$ cat src/rtl/uart_pkg.sv
// uart_pkg: types and helpers shared by the UART receive path and its TX
// counterpart.
//   rx_state_t       receiver FSM states
//   PAR_NONE/EVEN/ODD parity mode encodings used by the PARITY parameter
//   parity_bit()     expected parity bit for a word (zero-extend to 9 bits)
package uart_pkg;

    typedef enum logic [2:0] {
        ST_IDLE,
        ST_START,
        ST_DATA,
        ST_PARITY,
        ST_STOP,
        ST_BRK_WAIT
    } rx_state_t;

    localparam int PAR_NONE = 0;
    localparam int PAR_EVEN = 1;
    localparam int PAR_ODD  = 2;

    localparam int MAX_DATA_BIT = 9;

    // Unused upper bits must be zero so they do not disturb the XOR.
    function automatic logic parity_bit(input logic [MAX_DATA_BIT-1:0] data,
                                        input int mode);
        if (mode == PAR_EVEN) return ^data;
        if (mode == PAR_ODD)  return ~^data;
        return 1'b0;
    endfunction

endpackage

$ cat src/rtl/uart_rx_sampler.sv
// uart_rx_sampler: line synchroniser, per-bit oversampling counter and
// 3-sample majority vote.
//   clk, reset       block clock, synchronous active-high reset
//   rxd              raw serial line (asynchronous, idles high)
//   sample_tick      one-clk pulse at OVERSAMPLE x baud
//   restart          load the counter with 1 on this tick (start edge seen)
//   rxs              synchronised line
//   bit_val          majority of the samples at counts M-1, M, M+1
//   bit_strobe       tick at count M+1, bit_val is valid
//   bit_end          tick at count OVERSAMPLE-1, last tick of the bit period
module uart_rx_sampler #(
    parameter int OVERSAMPLE = 16
) (
    input  logic clk,
    input  logic reset,
    input  logic rxd,
    input  logic sample_tick,
    input  logic restart,
    output logic rxs,
    output logic bit_val,
    output logic bit_strobe,
    output logic bit_end
);
    localparam int CW = $clog2(OVERSAMPLE);
    localparam int M  = OVERSAMPLE / 2;
    localparam logic [CW-1:0] CNT_S0  = CW'(M - 1);
    localparam logic [CW-1:0] CNT_S1  = CW'(M);
    localparam logic [CW-1:0] CNT_S2  = CW'(M + 1);
    localparam logic [CW-1:0] CNT_END = CW'(OVERSAMPLE - 1);

    logic          rx_meta_q;
    logic          rxs_q;
    logic [CW-1:0] cnt_q, cnt_d;
    logic          s0_q, s1_q;

    // Counter wraps naturally because OVERSAMPLE is a power of two.
    always_comb begin
        cnt_d = cnt_q;
        if (sample_tick) begin
            cnt_d = restart ? CW'(1) : cnt_q + 1'b1;
        end
    end

    always_ff @(posedge clk) begin
        if (reset) begin
            rx_meta_q <= 1'b1;
            rxs_q     <= 1'b1;
            cnt_q     <= '0;
            s0_q      <= 1'b1;
            s1_q      <= 1'b1;
        end else begin
            rx_meta_q <= rxd;
            rxs_q     <= rx_meta_q;
            cnt_q     <= cnt_d;
            if (sample_tick && cnt_q == CNT_S0) s0_q <= rxs_q;
            if (sample_tick && cnt_q == CNT_S1) s1_q <= rxs_q;
        end
    end

    // Third sample is the live line value on the resolving tick.
    assign rxs        = rxs_q;
    assign bit_val    = (s0_q & s1_q) | (s0_q & rxs_q) | (s1_q & rxs_q);
    assign bit_strobe = sample_tick && (cnt_q == CNT_S2);
    assign bit_end    = sample_tick && (cnt_q == CNT_END);

endmodule

$ cat src/rtl/uart_rx_frame.sv
// uart_rx_frame: parametrised UART receiver with parity/framing/break/overrun
// detection and a one-entry valid/ready holding register.
//   clk, reset       block clock, synchronous active-high reset
//   rxd              serial line, sample_tick oversampling strobe
//   data_out         held word (LSB first on the line)
//   data_valid       holding register full; data_ready accepts it
//   parity_err       parity mismatch of the held word
//   frame_err        a stop bit of the held word was sampled 0
//   overrun          pulse: completed frame dropped, register still full
//   break_det        pulse: break frame detected, word discarded
//   busy             receiver not idle
//
// state        | meaning
// ST_IDLE      | line idle, waiting for a low sample on a tick
// ST_START     | verifying start bit, false start returns to idle
// ST_DATA      | shifting in DATA_BIT data bits, LSB first
// ST_PARITY    | checking the parity bit
// ST_STOP      | checking stop bit(s), frame completes mid last stop bit
// ST_BRK_WAIT  | break seen, waiting for the line to return high
module uart_rx_frame
    import uart_pkg::*;
#(
    parameter int DATA_BIT   = 8,
    parameter int PARITY     = 0,
    parameter int STOP_BIT   = 1,
    parameter int OVERSAMPLE = 16
) (
    input  logic                clk,
    input  logic                reset,
    input  logic                rxd,
    input  logic                sample_tick,
    output logic [DATA_BIT-1:0] data_out,
    output logic                data_valid,
    input  logic                data_ready,
    output logic                parity_err,
    output logic                frame_err,
    output logic                overrun,
    output logic                break_det,
    output logic                busy
);
    localparam int BCW = $clog2(DATA_BIT);
    localparam logic [BCW-1:0] LAST_BIT  = BCW'(DATA_BIT - 1);
    localparam logic           LAST_STOP = 1'(STOP_BIT - 1);
    localparam bit             HAS_PAR   = (PARITY != PAR_NONE);

    logic rxs, bit_val, bit_strobe, bit_end, restart;

    rx_state_t            state_q, state_d;
    logic [DATA_BIT-1:0]  shreg_q, shreg_d;
    logic [BCW-1:0]       bit_cnt_q, bit_cnt_d;
    logic                 stop_cnt_q, stop_cnt_d;
    logic                 perr_q, perr_d;
    logic                 ferr_q, ferr_d;
    logic                 par_bit_q, par_bit_d;
    logic [DATA_BIT-1:0]  data_out_q, data_out_d;
    logic                 data_valid_q, data_valid_d;
    logic                 parity_err_q, parity_err_d;
    logic                 frame_err_q, frame_err_d;
    logic                 overrun_q, overrun_d;
    logic                 break_q, break_d;
    logic                 frame_done;

    assign restart = (state_q == ST_IDLE) && sample_tick && !rxs;

    uart_rx_sampler #(.OVERSAMPLE(OVERSAMPLE)) u_sampler (
        .clk        (clk),
        .reset      (reset),
        .rxd        (rxd),
        .sample_tick(sample_tick),
        .restart    (restart),
        .rxs        (rxs),
        .bit_val    (bit_val),
        .bit_strobe (bit_strobe),
        .bit_end    (bit_end)
    );

    always_comb begin
        state_d      = state_q;
        shreg_d      = shreg_q;
        bit_cnt_d    = bit_cnt_q;
        stop_cnt_d   = stop_cnt_q;
        perr_d       = perr_q;
        ferr_d       = ferr_q;
        par_bit_d    = par_bit_q;
        data_out_d   = data_out_q;
        data_valid_d = data_valid_q;
        parity_err_d = parity_err_q;
        frame_err_d  = frame_err_q;
        overrun_d    = 1'b0;
        break_d      = 1'b0;
        frame_done   = 1'b0;

        case (state_q)
            ST_IDLE: begin
                if (restart) begin
                    state_d    = ST_START;
                    bit_cnt_d  = '0;
                    stop_cnt_d = 1'b0;
                    perr_d     = 1'b0;
                    ferr_d     = 1'b0;
                    par_bit_d  = 1'b0;
                end
            end
            ST_START: begin
                if (bit_strobe && bit_val) state_d = ST_IDLE;
                else if (bit_end)          state_d = ST_DATA;
            end
            ST_DATA: begin
                if (bit_strobe) shreg_d = {bit_val, shreg_q[DATA_BIT-1:1]};
                if (bit_end) begin
                    if (bit_cnt_q == LAST_BIT) begin
                        bit_cnt_d = '0;
                        state_d   = HAS_PAR ? ST_PARITY : ST_STOP;
                    end else begin
                        bit_cnt_d = bit_cnt_q + 1'b1;
                    end
                end
            end
            ST_PARITY: begin
                if (bit_strobe) begin
                    par_bit_d = bit_val;
                    if (bit_val != parity_bit(MAX_DATA_BIT'(shreg_q), PARITY)) perr_d = 1'b1;
                end
                if (bit_end) state_d = ST_STOP;
            end
            ST_STOP: begin
                if (bit_strobe) begin
                    if (!bit_val) ferr_d = 1'b1;
                    // Completing mid-bit leaves half a bit to catch the next start edge.
                    if (stop_cnt_q == LAST_STOP) begin
                        if (shreg_q == '0 && (!HAS_PAR || !par_bit_q) && !bit_val) begin
                            break_d = 1'b1;
                            state_d = ST_BRK_WAIT;
                        end else begin
                            frame_done = 1'b1;
                            state_d    = ST_IDLE;
                        end
                    end
                end else if (bit_end) begin
                    stop_cnt_d = 1'b1;
                end
            end
            ST_BRK_WAIT: begin
                if (sample_tick && rxs) state_d = ST_IDLE;
            end
            default: state_d = ST_IDLE;
        endcase

        // A simultaneous accept frees the register, so a new word can load in the same cycle.
        if (frame_done && (!data_valid_q || data_ready)) begin
            data_out_d   = shreg_q;
            parity_err_d = perr_q;
            frame_err_d  = ferr_q | ~bit_val;
            data_valid_d = 1'b1;
        end else begin
            if (frame_done) overrun_d = 1'b1;
            if (data_valid_q && data_ready) data_valid_d = 1'b0;
        end
    end

    always_ff @(posedge clk) begin
        if (reset) begin
            state_q      <= ST_IDLE;
            shreg_q      <= '0;
            bit_cnt_q    <= '0;
            stop_cnt_q   <= 1'b0;
            perr_q       <= 1'b0;
            ferr_q       <= 1'b0;
            par_bit_q    <= 1'b0;
            data_out_q   <= '0;
            data_valid_q <= 1'b0;
            parity_err_q <= 1'b0;
            frame_err_q  <= 1'b0;
            overrun_q    <= 1'b0;
            break_q      <= 1'b0;
        end else begin
            state_q      <= state_d;
            shreg_q      <= shreg_d;
            bit_cnt_q    <= bit_cnt_d;
            stop_cnt_q   <= stop_cnt_d;
            perr_q       <= perr_d;
            ferr_q       <= ferr_d;
            par_bit_q    <= par_bit_d;
            data_out_q   <= data_out_d;
            data_valid_q <= data_valid_d;
            parity_err_q <= parity_err_d;
            frame_err_q  <= frame_err_d;
            overrun_q    <= overrun_d;
            break_q      <= break_d;
        end
    end

    assign data_out   = data_out_q;
    assign data_valid = data_valid_q;
    assign parity_err = parity_err_q;
    assign frame_err  = frame_err_q;
    assign overrun    = overrun_q;
    assign break_det  = break_q;
    assign busy       = (state_q != ST_IDLE);

endmodule
$ cat config.mk
export PLATFORM = sky130hd
export DESIGN_NAME = uart_rx_frame
export DESIGN_NICKNAME = d
export VERILOG_FILES = /design/src/rtl/uart_pkg.sv /design/src/rtl/uart_rx_sampler.sv /design/src/rtl/uart_rx_frame.sv
export SDC_FILE = /design/constraint.sdc
export NUM_CORES = 1
export LEC_CHECK = 0
export CORE_MARGIN = 10
export CORE_UTILIZATION = 50
export CTS_CLUSTER_SIZE = 8
export DETAILED_ROUTE_END_ITERATION = 16
export MAX_ROUTING_LAYER = met4
export PLACE_DENSITY = 0.71
export SLEW_MARGIN = 10
export SYNTH_ARGS = -nofsm -noshare
export SYNTH_HDL_FRONTEND = slang
export SYNTH_SLANG_ARGS = --single-unit
$ cat constraint.sdc
create_clock -name clk -period 2.55 [get_ports clk]
set_input_delay 0.51 -clock clk [delete_from_list [all_inputs] [get_ports clk]]
set_output_delay 0.51 -clock clk [all_outputs]
set_load 0.01 [all_outputs]
==> reports/metrics.cfg, run 1 <==
[outcome]
status=finished, final reports clean

[logic_synthesis]
synth_top_family_by_area=simple AND/OR/NAND/NOR gates
yosys_warnings=0
synth_compound_area_share_pct=10.3
async_flop_share_pct=0
syn_avg_cell_area_um2=9.34
synthFlopType=dfxtp_1
synthSimpleGateAreaFrac_pct=26.0
synthMuxAreaShare_pct=10.5
synth-xor-area-share_pct=1.98
ys_seq_area_share_pct=43.1
syn_area_um2=1770
synth-edff-count=0
synthAdderAreaFrac_pct=4.18
synth_cell_types=48
synth_fp_nets=199
ys_ff_latch=38
synth_cells=189

[die]
initial_core_util_pct=52.5
num_io_pins=19
design.core.area_um2=3360
fp-row-count=21
die_h_um=79.4
die_x_um=79.4
dieArea_um2=6310

[setup_path]
rr_startpoint=state_q[2]
crit_required_ps=2040
rrSetupSlack_ps=350
cp-end-kind=primary output
reg2reg_to=data_out[4]
cp_max_fo=12
start_kind=register
crit_type=register to primary output
worst_ep_arrival_time_ps=1810
r2r.worst_path.cells=5

[cts]
numCtsBuffers=5
root_buffer=clkbuf_4
cts_num_sinks=38
cts_max_level=2
postCtsHoldBufs=0
worstSkewPairLatency_ps=350
postCtsResizedCells=0
clock_path_buffers=2
clkTransAtPathRegs_ps=120
postCtsSetupBuffers=0
tritoncts=built

[final_layout]
fin_nets=220
layout-drive-gt1-share_pct=12.3
final_core_util_pct=61.3
stdcell_area_um2=2060
diodes=0
area_growth_pct=16.8

[routing]
routed_wl_um=3600
drc_errors=0
vias_per_cell=5.42
vias=1394
dr.pass1.iters=4
wl_per_cell_um=14.0
antenna_left=0
drtIter0Drc=106

[hold_path]
min_to=u_sampler.rxs
min_path_cells=1
min_from=u_sampler.rx_meta_q
hold_path.class=register to register

[global_route]
grt_pass1_wl_um=5860
overflow=0
grt_usage_pct=12.0
antenna_found_initial=0
grt_pass1_vias=1274
grt_max_degree=32

[run]
cap_violations=0

[placed_design]
io_buffer_count=18
placed_cell_area_um2=2000
dpl.hpwl_um=2590
gp_congestion=0.799

[timing]
rsz0062_at_grt=no
hold_ws_ps=433
relSlewSlack_pct=59.2
finalSetupTns_ps=0
tightestPinTransition_ps=610
drv_slew=0
period_needed_ps=2320
fmax_mhz=431
clock-skew-final_ps=8.55
finalHoldViolations=0
finalSetupViolations=0
period_share_pct=91.0

[power_and_ir_drop]
p_leak_nw=0.814
power_density_nw_per_um2=492
ir_drop_v=0.000320

cell type report:
| type | count | area (um^2) |
|---|---|---|
| Timing Repair Buffer | 23 | 218 |
| Inverter | 7 | 26.3 |
| Sequential cell | 38 | 761 |
| Fill cell | 308 | 1300 |
| Multi-Input combinational cell | 135 | 936 |
| Clock buffer | 6 | 51.3 |
| Tap cell | 46 | 57.6 |
| Clock inverter | 2 | 12.5 |
metal layers:
| metal | global-route usage (%) | part of all wire, % | vias up |
|---|---|---|---|
| met3 | 5.63 | 5.8 | 5 |
| met1 | 14.6 | 48 | 646 |
| li1 | - | - | 711 |
| met4 | 4.66 | 1.3 | 0 |
| met5 | - | 0 | - |
| met2 | 16.7 | 45 | 32 |
cells in the mapped netlist (2+ instances only):
master	instances	area [um^2]
dfxtp_1	38	761
mux2i_1	17	170
nand2_1	17	63.8
nor2_1	16	60.1
nand2b_1	11	68.8
a21oi_1	9	45.0
nand3_1	8	40.0
clkbuf_1	7	26.3
inv_1	7	26.3
ha_1	5	62.6
a41o_1	3	30.0
nand4_1	3	18.8
or2_2	3	18.8
a31o_2	2	17.5
a31oi_1	2	12.5
nor2b_1	2	12.5
nor3_1	2	10.0
o21a_1	2	15.0
o21ai_0	2	10.0
or3_1	2	12.5
or4_4	2	22.5
xnor2_1	2	17.5
xor2_1	2	17.5
cells in the final DEF (no fill, tap or decap), types with 2 or more instances in the layout:
| master | Yosys | routed |
|---|---|---|
| nor2b_1 | 2 | 2 |
| xnor2_1 | 2 | 2 |
| or4_4 | 2 | 2 |
| o21a_1 | 2 | 2 |
| or3_1 | 2 | 2 |
| mux2i_1 | 17 | 17 |
| nand2b_1 | 11 | 11 |
| inv_1 | 7 | 7 |
| nor2_1 | 16 | 16 |
| nand3_1 | 8 | 8 |
| xor2_1 | 2 | 2 |
| nand4_1 | 3 | 3 |
| clkbuf_4 | 0 | 5 |
| or2_2 | 3 | 3 |
| nand2_1 | 17 | 17 |
| o21ai_0 | 2 | 2 |
| a21oi_1 | 9 | 9 |
| dfxtp_1 | 38 | 38 |
| ha_1 | 5 | 5 |
| a31oi_1 | 2 | 2 |
| a31o_2 | 2 | 2 |
| clkdlybuf4s50_1 | 0 | 18 |
| a41o_1 | 3 | 3 |
| nor3_1 | 2 | 2 |
| buf_4 | 0 | 5 |
sequential cells by signal (all words and copies together), names as in the netlist:
signal and flops:
data_out 8, shreg_q 8, u_sampler.cnt_q 4, bit_cnt_q 3, state_q 3, break_det 1
data_valid 1, ferr_q 1, frame_err 1, overrun 1, parity_err 1, perr_q 1
stop_cnt_q 1, u_sampler.rx_meta_q 1, u_sampler.rxs 1, u_sampler.s0_q 1, u_sampler.s1_q 1
critical path, stage by stage, from the launching register on:
cell and delay [ps]:
dfxtp_1 590, nor2_1 210, nand2_1 110, clkdlybuf4s50_1 540
power breakdown:
| group | internal (W) | switching [W] | total (W) | leakage [nW] |
|---|---|---|---|---|
| Sequential | 0.000600 | 0.0000101 | 0.000610 | 0.307 |
| Clock | 0.000132 | 0.000207 | 0.000339 | 0.0343 |
| Combinational | 0.0000309 | 0.0000352 | 0.0000661 | 0.473 |
logic make-up (layout without fill, tap and decap cells):
family | count (synthesis) | after routing
buffers and inverters | 16 | 38
muxes | 18 | 18
xor gates and xnor gates | 4 | 4
adders and majority gates | 6 | 6
DFF | 38 | 38
and+or+nand+nor | 81 | 81
AOI/OAI and AO/OA | 26 | 26
per-stage QoR:
stage               cells  total power [W]  setup slack [ps]
finish                257          0.00102               230
global route          257          0.00106              93.9
CTS                   257          0.00102               241
detailed placement    249         0.000690              2.27
global placement      249         0.000687               141
floorplan             189         0.000666               826
worst max path at each step:
stage                        from  cells after the start  slack (ps)     endpoint
6_report               state_q[2]                      3         230         busy
5_1_grt                state_q[2]                      3          90         busy
4_1_cts                state_q[2]                      3         240         busy
3_5_place_dp          sample_tick                      6           2  data_out[4]
3_3_place_gp          sample_tick                      6         140  data_out[6]
2_1_floorplan  u_sampler.cnt_q[0]                      6         830    frame_err
Power figures use the tool's default switching activity.
==> run 2: changes to the inputs <==
Settings changed: CTS_CLUSTER_DIAMETER set to 50, PLACE_DENSITY 0.71 to 0.72.
==> run 2 against run 1 <==
Effect of this change: die area unchanged; total power decreased by 0.78%; combinational power decreased by 2%; wire length decreased by 0.19%; worst setup slack improved by 29 ps; register-to-register slack improved by 190 ps; largest power group unchanged; highest routed layer unchanged.
==> reports/metrics.cfg, run 2 (synthesized netlist as in run 1, its figures left out) <==
[outcome]
status=finished, final reports clean

[cts]
postCtsHoldBufs=0
clock_path_buffers=2
postCtsResizedCells=0
tritoncts=built
postCtsSetupBuffers=0
worstSkewPairLatency_ps=340
numCtsBuffers=5
root_buffer=clkbuf_4
cts_num_sinks=38
cts_max_level=2
clkTransAtPathRegs_ps=120

[hold_path]
hold_path.class=register to register
min_path_cells=1

[global_route]
grt_usage_pct=12.2
grt_pass1_vias=1344
overflow=0
grt_max_degree=32
antenna_found_initial=0
grt_pass1_wl_um=6170

[routing]
vias_per_cell=5.49
dr.pass1.iters=4
vias=1406
wl_per_cell_um=14.0
drtIter0Drc=140
antenna_left=0
drc_errors=0
routed_wl_um=3590

[setup_path]
cp_max_fo=12
crit_type=register to primary output
start_kind=register
crit_required_ps=2040
cp-end-kind=primary output
r2r.worst_path.cells=5
worst_ep_arrival_time_ps=1780

[die]
die_h_um=79.4
fp-row-count=21
design.core.area_um2=3360
num_io_pins=19
die_x_um=79.4
dieArea_um2=6310
initial_core_util_pct=52.5

[placed_design]
dpl.hpwl_um=2690
io_buffer_count=18
gp_congestion=0.826

[timing]
finalSetupTns_ps=0
finalHoldViolations=0
period_share_pct=89.9
fmax_mhz=436
finalSetupViolations=0
relSlewSlack_pct=66.8
tightestPinTransition_ps=497
clock-skew-final_ps=7.37
period_needed_ps=2290
rsz0062_at_grt=no
drv_slew=0

[final_layout]
final_core_util_pct=61.1
layout-drive-gt1-share_pct=11.9
final_common_cell=dfxtp_1
area_growth_pct=16.4
diodes=0
fillers=302
fin_nets=219
final_cell_mix=dfxtp_1 (38), clkdlybuf4s50_1 (18), nand2_1 (17), mux2i_1 (17), nor2_1 (16)

[power_and_ir_drop]
power_density_nw_per_um2=490
switching_power_w=0.000245
p_leak_nw=0.809
intPower_w=0.000763
p_clk_share_pct=33.0
switching_share_pct=24.3
share_comb_of_total_power_pct=6.5
seqPwrFrac_pct=60.6
ir_drop_v=0.000336

[run]
cap_violations=0

==> run 2: changes by cell type in the layout (fill, tap and decap cells not counted), sizes merged <==
cell  delta
buf      -1
==> run 2: power by group through the flow <==
stage          Clock [W]  Combinational (W)  Sequential [W]
4_1_cts         0.000337          0.0000656        0.000610
2_1_floorplan          0          0.0000481        0.000618
3_3_place_gp           0          0.0000635        0.000623
5_1_grt         0.000368          0.0000734        0.000612
3_5_place_dp           0          0.0000656        0.000623
6_report        0.000332          0.0000650        0.000610
==> run 2: final cells by class <==
| class | instances | area, um^2 | share of cell area, % |
|---|---|---|---|
| multi-input combinational | 135 | 936 | 45.6 |
| clock inverter | 2 | 12.5 | 0.609 |
| tap | 46 | 57.6 | 2.80 |
| timing repair buffer | 22 | 210 | 10.2 |
| clock buffer | 6 | 51.3 | 2.50 |
| inverter | 7 | 26.3 | 1.28 |
| sequential | 38 | 761 | 37.0 |
==> run 2: path summary, 6_finish.rpt <==
path / start / end / slack [ps]
max: state_q[2] / busy / 260
min: u_sampler.rx_meta_q / u_sampler.rxs / 440
max reg2reg: state_q[2] / data_out[7] / 540
min reg2reg: u_sampler.rx_meta_q / u_sampler.rxs / 440
==> run 2: worst max-delay path, stage by stage, from the launching register on <==
cell and delay [ps]:
dfxtp_1 450, nor2_1 400, nand2_1 100, clkdlybuf4s50_1 490
==> run 2: per-stage QoR <==
stage / total power (W) / instance area, um^2 / instances / hold slack (ps) / setup slack, ps
global route: 0.00105 / 2050 / 256 / 477 / 83.1
floorplan: 0.000666 / 1770 / 189 / 389 / 826
global placement: 0.000686 / 1990 / 248 / 397 / 304
detailed placement: 0.000689 / 1990 / 248 / 398 / 165
CTS: 0.00101 / 2050 / 256 / 438 / 251
finish: 0.00101 / 2050 / 256 / 438 / 258
==> run 2: layer usage <==
layer | track usage, % | vias up | share of wire (%)
met5 | - | - | 0
met4 | 4.48 | 0 | 1.6
met1 | 14.7 | 656 | 48
met2 | 17.8 | 35 | 45
met3 | 4.84 | 7 | 5.6
li1 | - | 708 | -
